<file path="src/rtl/lbist_seq_ctrl.sv">
// lbist_seq_ctrl
//   Logic-BIST sequencer. Each run takes N_SEEDS seed/golden pairs from an
//   external source. For every seed it expands the PRPG (LFSR) into N_CHAINS
//   scan-in streams and compacts the scan-outs in a MISR. The run stops early
//   on the first seed whose signature differs from its golden.
// Ports
//   clk_i, rst_ni          clock, asynchronous active-low reset
//   start_i                starts a run from IDLE or DONE
//   abort_i                synchronous abort to IDLE; wins over everything else
//   seed_req_o             requests the next seed/golden pair
//   seed_valid_i           seed_i/golden_i valid; a transfer is req && valid
//   seed_i, golden_i       PRPG seed and expected signature for the current seed
//   scan_in_o              low N_CHAINS bits of the PRPG, to the core scan inputs
//   scan_out_i             core scan outputs, compacted into the MISR
//   test_en_o              scan enable (1 = shift)
//   test_mode_o            core test mode
//   lbist_en_o             LBIST mux select in the core
//   busy_o, done_o         run in progress / run finished (held until next start)
//   pass_o, fail_seed_o    result, and index of the first failing seed
//   signature_o            live MISR state
module lbist_seq_ctrl #(
  parameter int unsigned       N_CHAINS    = 16,
  parameter int unsigned       CHAIN_LEN   = 24,
  parameter int unsigned       LFSR_W      = 25,
  parameter logic [LFSR_W-1:0] LFSR_POLY   = 25'h1000004,
  parameter int unsigned       MISR_W      = 16,
  parameter logic [MISR_W-1:0] MISR_POLY   = 16'h002D,
  parameter int unsigned       N_SEEDS     = 10,
  parameter int unsigned       PATTERNS    = 200,
  parameter int unsigned       CAPTURE_CYC = 1,
  localparam int unsigned      SEED_W      = (N_SEEDS > 1) ? $clog2(N_SEEDS) : 1
) (
  input  logic                clk_i,
  input  logic                rst_ni,
  input  logic                start_i,
  input  logic                abort_i,
  output logic                seed_req_o,
  input  logic                seed_valid_i,
  input  logic [LFSR_W-1:0]   seed_i,
  input  logic [MISR_W-1:0]   golden_i,
  output logic [N_CHAINS-1:0] scan_in_o,
  input  logic [N_CHAINS-1:0] scan_out_i,
  output logic                test_en_o,
  output logic                test_mode_o,
  output logic                lbist_en_o,
  output logic                busy_o,
  output logic                done_o,
  output logic                pass_o,
  output logic [SEED_W-1:0]   fail_seed_o,
  output logic [MISR_W-1:0]   signature_o
);

  localparam int unsigned SHIFT_W = (CHAIN_LEN > 1) ? $clog2(CHAIN_LEN) : 1;
  localparam int unsigned WIN_W   = $clog2(PATTERNS + 2);
  localparam int unsigned CAP_W   = (CAPTURE_CYC > 1) ? $clog2(CAPTURE_CYC) : 1;

  localparam logic [SHIFT_W-1:0] SHIFT_LAST = SHIFT_W'(CHAIN_LEN - 1);
  localparam logic [WIN_W-1:0]   WIN_LAST   = WIN_W'(PATTERNS);
  localparam logic [CAP_W-1:0]   CAP_LAST   = CAP_W'(CAPTURE_CYC - 1);
  localparam logic [SEED_W-1:0]  SEED_LAST  = SEED_W'(N_SEEDS - 1);

  typedef enum logic [2:0] {
    S_IDLE,
    S_SEED_REQ,
    S_SHIFT,
    S_CAPTURE,
    S_CHECK,
    S_DONE
  } state_t;

  state_t              state_q, state_d;
  logic [LFSR_W-1:0]   lfsr_q, lfsr_d;
  logic [MISR_W-1:0]   misr_q, misr_d;
  logic [MISR_W-1:0]   golden_q, golden_d;
  logic [SHIFT_W-1:0]  shift_cnt_q, shift_cnt_d;
  logic [CAP_W-1:0]    cap_cnt_q, cap_cnt_d;
  logic [WIN_W-1:0]    win_q, win_d;
  logic [SEED_W-1:0]   seed_idx_q, seed_idx_d;
  logic                pass_q, pass_d;
  logic [SEED_W-1:0]   fail_seed_q, fail_seed_d;

  logic [LFSR_W-1:0]   lfsr_step;
  logic [MISR_W-1:0]   misr_step;

  always_comb begin
    lfsr_step = {lfsr_q[LFSR_W-2:0], ^(lfsr_q & LFSR_POLY)};
    misr_step = (misr_q << 1) ^ (misr_q[MISR_W-1] ? MISR_POLY : '0)
                ^ MISR_W'(scan_out_i);
  end

  always_comb begin
    state_d     = state_q;
    lfsr_d      = lfsr_q;
    misr_d      = misr_q;
    golden_d    = golden_q;
    shift_cnt_d = shift_cnt_q;
    cap_cnt_d   = cap_cnt_q;
    win_d       = win_q;
    seed_idx_d  = seed_idx_q;
    pass_d      = pass_q;
    fail_seed_d = fail_seed_q;

    if (abort_i) begin
      // The PRPG is cleared so scan_in_o drops to 0; the MISR keeps its value.
      state_d     = S_IDLE;
      lfsr_d      = '0;
      shift_cnt_d = '0;
      cap_cnt_d   = '0;
      win_d       = '0;
      seed_idx_d  = '0;
      pass_d      = 1'b0;
      fail_seed_d = '0;
    end else begin
      unique case (state_q)
        S_IDLE, S_DONE: begin
          if (start_i) begin
            state_d     = S_SEED_REQ;
            seed_idx_d  = '0;
            pass_d      = 1'b0;
            fail_seed_d = '0;
          end
        end
        S_SEED_REQ: begin
          if (seed_valid_i) begin
            // An all-zero seed would lock the PRPG, so bit 0 is forced.
            lfsr_d      = (seed_i == '0) ? LFSR_W'(1) : seed_i;
            golden_d    = golden_i;
            misr_d      = '0;
            shift_cnt_d = '0;
            cap_cnt_d   = '0;
            win_d       = '0;
            state_d     = S_SHIFT;
          end
        end
        S_SHIFT: begin
          lfsr_d = lfsr_step;
          // Window 0 only flushes whatever the chains held before the seed.
          if (win_q != '0) begin
            misr_d = misr_step;
          end
          if (shift_cnt_q == SHIFT_LAST) begin
            shift_cnt_d = '0;
            state_d     = (win_q == WIN_LAST) ? S_CHECK : S_CAPTURE;
          end else begin
            shift_cnt_d = shift_cnt_q + 1'b1;
          end
        end
        S_CAPTURE: begin
          if (cap_cnt_q == CAP_LAST) begin
            cap_cnt_d = '0;
            win_d     = win_q + 1'b1;
            state_d   = S_SHIFT;
          end else begin
            cap_cnt_d = cap_cnt_q + 1'b1;
          end
        end
        S_CHECK: begin
          if (misr_q != golden_q) begin
            fail_seed_d = seed_idx_q;
            state_d     = S_DONE;
          end else if (seed_idx_q == SEED_LAST) begin
            pass_d  = 1'b1;
            state_d = S_DONE;
          end else begin
            seed_idx_d = seed_idx_q + 1'b1;
            state_d    = S_SEED_REQ;
          end
        end
        default: state_d = S_IDLE;
      endcase
    end
  end

  always_ff @(posedge clk_i or negedge rst_ni) begin
    if (!rst_ni) begin
      state_q     <= S_IDLE;
      lfsr_q      <= '0;
      misr_q      <= '0;
      golden_q    <= '0;
      shift_cnt_q <= '0;
      cap_cnt_q   <= '0;
      win_q       <= '0;
      seed_idx_q  <= '0;
      pass_q      <= 1'b0;
      fail_seed_q <= '0;
    end else begin
      state_q     <= state_d;
      lfsr_q      <= lfsr_d;
      misr_q      <= misr_d;
      golden_q    <= golden_d;
      shift_cnt_q <= shift_cnt_d;
      cap_cnt_q   <= cap_cnt_d;
      win_q       <= win_d;
      seed_idx_q  <= seed_idx_d;
      pass_q      <= pass_d;
      fail_seed_q <= fail_seed_d;
    end
  end

  always_comb begin
    busy_o      = (state_q != S_IDLE) && (state_q != S_DONE);
    done_o      = (state_q == S_DONE);
    seed_req_o  = (state_q == S_SEED_REQ);
    test_en_o   = (state_q == S_SHIFT);
    test_mode_o = busy_o;
    lbist_en_o  = busy_o;
    scan_in_o   = lfsr_q[N_CHAINS-1:0];
    pass_o      = pass_q;
    fail_seed_o = fail_seed_q;
    signature_o = misr_q;
  end

endmodule

</file>
<file path="config.mk">
export PLATFORM = sky130hd
export DESIGN_NAME = lbist_seq_ctrl
export DESIGN_NICKNAME = d
export VERILOG_FILES = /design/src/rtl/lbist_seq_ctrl.sv
export SDC_FILE = /design/constraint.sdc
export NUM_CORES = 1
export LEC_CHECK = 0
export CAP_MARGIN = 25
export CORE_ASPECT_RATIO = 1.25
export CORE_UTILIZATION = 30
export CTS_BUF_LIST = sky130_fd_sc_hd__clkbuf_16
export DETAILED_ROUTE_END_ITERATION = 16
export PLACE_DENSITY_LB_ADDON = 0.08
export SYNTH_ARGS = -nofsm -noshare
export SYNTH_HDL_FRONTEND = slang
export SYNTH_SLANG_ARGS = --single-unit
</file>
<file path="constraint.sdc">
create_clock -name clk_i -period 2 [get_ports clk_i]
set_clock_uncertainty 0.15 [all_clocks]
set_input_delay 0.4 -clock clk_i [delete_from_list [all_inputs] [get_ports clk_i]]
set_output_delay 0.4 -clock clk_i [all_outputs]
set_load 0.05 [all_outputs]
</file>
==> results.toml, run 1 <==
[cells_and_area]
fill_cells = 1399
final_cell_mix = "buf_4, dfrtp_1, clkdlybuf4s50_1, nand2_1, xnor2_1"
fin_area_um2 = 6350
drive_gt1_share_pct = 30.7
seqCellArea_um2 = 2070
fin_util_pct = 44.1
nets = 628
multi_input_area_um2 = 2210
areaGrowthSynthToFinish_pct = 43.3
layout_commonest_cell = "buf_4"
antenna_cells = 0
fin_cells = 744

[grt]
met1_usage_pct = 20.6
grt_util_met2_pct = 27.4
grt_use_total_pct = 16.2
antenna_found_initial = 0
grt_pass1_vias = 3703
met3_usage_pct = 2.88
grt_busiest_layer = "met2"
grt_start_max_net_pins = 36
grt_pass1_wl_um = 19500
grt_overflow = 0

[timing]
tightest_slew_ns = 0.397
rsz0062_at_grt = "yes"
slew_viol_final = 0
min_period_ns = 2.11
setup_violations = 4
tns_ns = -0.411
timing.final.crit_share_pct = 106
maxSlewHeadroom_pct = 73.4
fin_ws_ns = -0.112
finalHoldViolCount = 0
fin_hold_ws_ns = 0.339
max_clock_freq_ghz = 0.474

[die]
core-area_um2 = 14400
die_h_um = 138
die_w_um = 111
dieArea_um2 = 15300
rows = 49
ios = 105
floorplan.initialDensity_pct = 30.8

[detailed_routing]
routed_wl_um = 12300
drtIter0Drc = 206
detail-route-antenna-nets = 0
drc_errors = 0
wl_per_cell_um = 16.6
drt_pass1_iterations = 4
avgViaCountPerCell = 5.03
vias = 3739

[critical_path]
regToRegSetupSlack_ns = 0.06
critPathTopFamily = "simple AND/OR/NAND/NOR gates"
critical_path_class = "reg2out"
startpoint_type = "flip-flop"
crit_fanout = 5
path_buf_inv = 1
slowest_delay_ns = 0.43
path_cells = "and2b_2, or3_4, buf_6"
endpoint_kind = "output pin"
cp_slowest_cell = "dfrtp_2"
cp.required_ns = 1.45
worstPathArrival_ns = 1.56

[clock_tree]
clock_latency_ns = 0.35
clock_path_buffers = 2
cts_tree = "built"
cts.sinks = 82
cts_root_buf = "clkbuf_16"
cts_made_buffers = 9
htreeDepth = 3
clkTransAtPathRegs_ns = 0.06

[placed_design]
place_congestion = 0.757
numPortBuffers = 104
dp_hpwl_um = 8360
dpl_cell_area_um2 = 5750
dp_slack_ns = -0.250
dp_cells = 713

[logic_synthesis]
synth_enable_flop_cells = 0
yosysUniqueCellTypes = 54
synth-seq-cells = 82
synthArstFlopShare_pct = 100
syn_area_per_cell_um2 = 10.2
synth_ff_type = "dfrtp_1"
syn_nets = 502
yosysWarnings = 0
ys_seq_area_share_pct = 46.3
syn_inst = 435
syn_area_um2 = 4430

[status]
violations = "setup timing"
status = "finished with violations"

[pwr]
p_per_area_nw_per_um2 = 1140
p_total_mw = 7.26
p_leak_nw = 2.69
ir_worst_vdd_uv = 699

[worst_hold_path]
hp-class = "reg2reg"

[run]
max_cap_viol_count = 0
-- worst reg2reg max path, stage by stage, from the launching register on --
cell and delay [ns]:
dfrtp_2 0.43, buf_4 0.15, nor2b_1 0.14, o21a_1 0.16, a311o_1 0.32, nor4b_1 0.36, a211o_1 0.16
-- kinds of logic after synthesis --
| group | Yosys count | share of synthesized area (%) |
|---|---|---|
| adders and majority gates | 5 | 1.41 |
| muxes | 19 | 4.74 |
| AOI/OAI and AO/OA | 107 | 16.8 |
| xor gates and xnor gates | 41 | 8.27 |
| buffers and inverters | 49 | 6.35 |
| and+or+nand+nor | 132 | 16.1 |
| DFF | 82 | 46.3 |
-- repair_timing --
action,4_1_cts,5_1_grt
pin swaps,0,5
resized for setup,11,21
cloned,1,3
endpoints found under the setup margin,22,32
buffers inserted,5,6
hold endpoints to repair,23,0
hold buffers,1,0
-- sequential cells by signal, summed over array words and instances (netlist names) --
signal,cells
win_q,8
signature_o,16
fail_seed_o,4
lfsr_q,25
seed_idx_q,4
pass_o,1
state_q,3
shift_cnt_q,5
golden_q,16
-- Yosys cell counts, types with 11 or more instances --
cell / number / share of area [%]
dfrtp_1: 82 / 46
nand2_1: 47 / 4.0
xnor2_1: 34 / 6.7
buf_4: 19 / 3.2
nand2b_1: 18 / 2.5
o31ai_1: 18 / 3.0
a21oi_1: 17 / 1.9
o21ai_0: 16 / 1.8
buf_2: 15 / 1.7
nor2_1: 15 / 1.3
a221oi_1: 14 / 2.8
o21ai_1: 14 / 1.6
a22oi_1: 11 / 1.9
-- path summary, 6_finish.rpt --
| check | startpoint | to | cells after the start |
|---|---|---|---|
| worst min register to register | lfsr_q[22] | lfsr_q[23] | 2 |
| worst max-delay path | state_q[0] | lbist_en_o | 3 |
| worst min-delay path | lfsr_q[22] | lfsr_q[23] | 2 |
| worst max register to register | state_q[0] | state_q[2] | 6 |
| max in group asynchronous | rst_ni | seed_idx_q[1] | 3 |
| min in group asynchronous | rst_ni | signature_o[11] | 2 |
-- layer usage --
metal	wire, um	vias up
met1	5590	1844
met3	455	12
met4	180	0
met2	6090	89
li1	-	1794
met5	0	-
-- power breakdown --
group | total (mW) | internal [mW] | switching [mW] | leakage, nW
Combinational | 3.07 | 1.33 | 1.74 | 1.49
Clock | 1.67 | 0.964 | 0.703 | 0.139
Sequential | 2.53 | 2.10 | 0.427 | 1.07
-- layout make-up --
type                       count  share of cell area, %
clock buffer                   9                   3.55
clock inverter                 7                   1.10
inverter                       7                  0.453
multi-input combinational    304                   34.9
sequential                    82                   32.7
tap                          178                   3.51
timing repair buffer         157                   23.9
Note: power is estimated with default switching activity, not from simulation.
==> run 2, diff against run 1 <==
Settings changed: CORE_UTILIZATION 30 to 50, GPL_ROUTABILITY_DRIVEN set to 0.
==> results.toml, run 2 (synthesis results as in run 1) <==
[detailed_routing]
drc_errors = 0
routed_wl_um = 11400
drt_pass1_iterations = 4
wl_met1_um = 4760
detail-route-antenna-nets = 0
drtIter0Drc = 203
routed-wl-met2_um = 5960
vias = 3799
top_layer_used = "met4"
wl_per_cell_um = 16.7
routed-wl-met3_um = 479
avgViaCountPerCell = 5.56

[grt]
grt_use_total_pct = 24.2
grt_pass1_vias = 3693
antenna_found_initial = 0
grt_pass1_wl_um = 17500
grt_overflow = 0
grt_start_max_net_pins = 43

[cells_and_area]
nets = 625
drive_gt1_share_pct = 31.8
antenna_cells = 0
final_cell_mix = "buf_4, dfrtp_1, clkdlybuf4s50_1, nand2_1, xnor2_1"
largest_reg_flops = 25
fill_cells = 658
top_register = "lfsr_q"
layout_commonest_cell = "buf_4"
areaGrowthSynthToFinish_pct = 42.3

[timing]
timing.final.crit_share_pct = 105
fin_ws_ns = -0.0904
maxSlewHeadroom_pct = 62.0
rsz0062_at_grt = "yes"
max_clock_freq_ghz = 0.478
slew_viol_final = 0
finalHoldViolCount = 0
min_period_ns = 2.09
setup_violations = 4
fin_hold_ws_ns = 0.344
tightest_slew_ns = 0.569

[pwr]
clock_power_share_pct = 22.5
switchingPower_mw = 2.91
ir_worst_vdd_uv = 800
internal_power_mw = 4.41
p_total_mw = 7.32
p_leak_nw = 2.68
swShare_pct = 39.8
pwr-share-seq_pct = 34.6
comb_power_share_pct = 43.0
p_per_area_nw_per_um2 = 1160

[critical_path]
cp.required_ns = 1.45
crit-reg2reg-capture = "signature_o[1]"
reg2reg_from = "win_q[0]"
crit_fanout = 5
endpoint_kind = "output pin"
startpoint_type = "flip-flop"
regToRegSetupSlack_ns = 0.04
rr_worst_depth = 9
critical_path_class = "reg2out"
worstPathArrival_ns = 1.54

[worst_hold_path]
hp-start = "lfsr_q[21]"
hold_path_end = "lfsr_q[22]"
hp-class = "reg2reg"
hold_depth = 2

[clock_tree]
clock_path_buffers = 2
cts_root_buf = "clkbuf_16"
clock_latency_ns = 0.34
clkTransAtPathRegs_ns = 0.06
cts_made_buffers = 9
htreeDepth = 3
cts_tree = "built"
cts.sinks = 82

[die]
rows = 38
die_w_um = 86.2
ios = 105
floorplan.initialDensity_pct = 51.2
dieArea_um2 = 9240
core-area_um2 = 8650
die_h_um = 107

[status]
status = "finished with violations"
violations = "setup timing"

[run]
max_cap_viol_count = 0

[placed_design]
dp_hpwl_um = 7560
numPortBuffers = 104
[run 2: cell count changes in the layout (fill, tap and decap cells not counted), sizes merged]
cell           change
buf                -2
bufbuf             -1
clkdlybuf4s50      +1
clkinv             +1
clkinvlp           -1
dlymetal6s2s       -1
[run 2: what timing repair did]
action	4_1_cts	5_1_grt
pin swaps	0	7
endpoints found under the hold margin	40	0
resized for setup	9	34
cloned	0	4
hold buffers	1	0
buffers inserted	4	5
endpoints found under the setup margin	6	38
[run 2: worst max path at each step]
stage / start / to
3_5_place_dp: seed_valid_i / lfsr_q[5]
4_1_cts: state_q[2] / lbist_en_o
3_3_place_gp: seed_valid_i / lfsr_q[4]
2_1_floorplan: state_q[0] / test_en_o
6_report: state_q[0] / lbist_en_o
5_1_grt: state_q[2] / lbist_en_o
[run 2: final cells by class]
class / instances / area [um^2] / share of cell area (%)
Clock buffer: 9 / 225 / 3.57
Clock inverter: 7 / 70.1 / 1.11
Inverter: 7 / 31.3 / 0.496
Multi-Input combinational cell: 304 / 2280 / 36.2
Sequential cell: 82 / 2070 / 32.9
Tap cell: 120 / 150 / 2.38
Timing Repair Buffer: 154 / 1470 / 23.3
[run 2: power groups by stage]
stage	sequential, mW	combinational [mW]	clock (mW)
finish	2.53	3.15	1.65
CTS	2.51	2.90	1.66
global placement	2.52	2.79	0
detailed placement	2.53	2.84	0
global route	2.59	3.33	1.73
floorplan	2.72	1.86	0
[run 2: critical path, cell delays in order (launching register included)]
cell and delay, ns:
dfrtp_1 0.41, and2b_2 0.23, or3_4 0.39, buf_6 0.17
[run 2: metrics by stage]
step | utilization, % | setup TNS, ns | instance area, um^2 | worst slack (ns) | instances
2_1_floorplan | - | 0 | 4470 | 0.0407 | 435
3_3_place_gp | 65.4 | -5.71 | 5660 | -0.127 | 653
3_5_place_dp | 65.4 | -7.75 | 5660 | -0.181 | 653
4_1_cts | 69.6 | -0.282 | 6020 | -0.0776 | 674
5_1_grt | 72.9 | -1.20 | 6300 | -0.128 | 683
6_report | 72.9 | -0.332 | 6300 | -0.0904 | 683
[run 2: routing by layer]
layer | up-vias | track usage [%]
met5 | - | 0
met2 | 107 | 42.3
met4 | 0 | 8.93
li1 | 1791 | -
met3 | 16 | 3.23
met1 | 1885 | 30.4
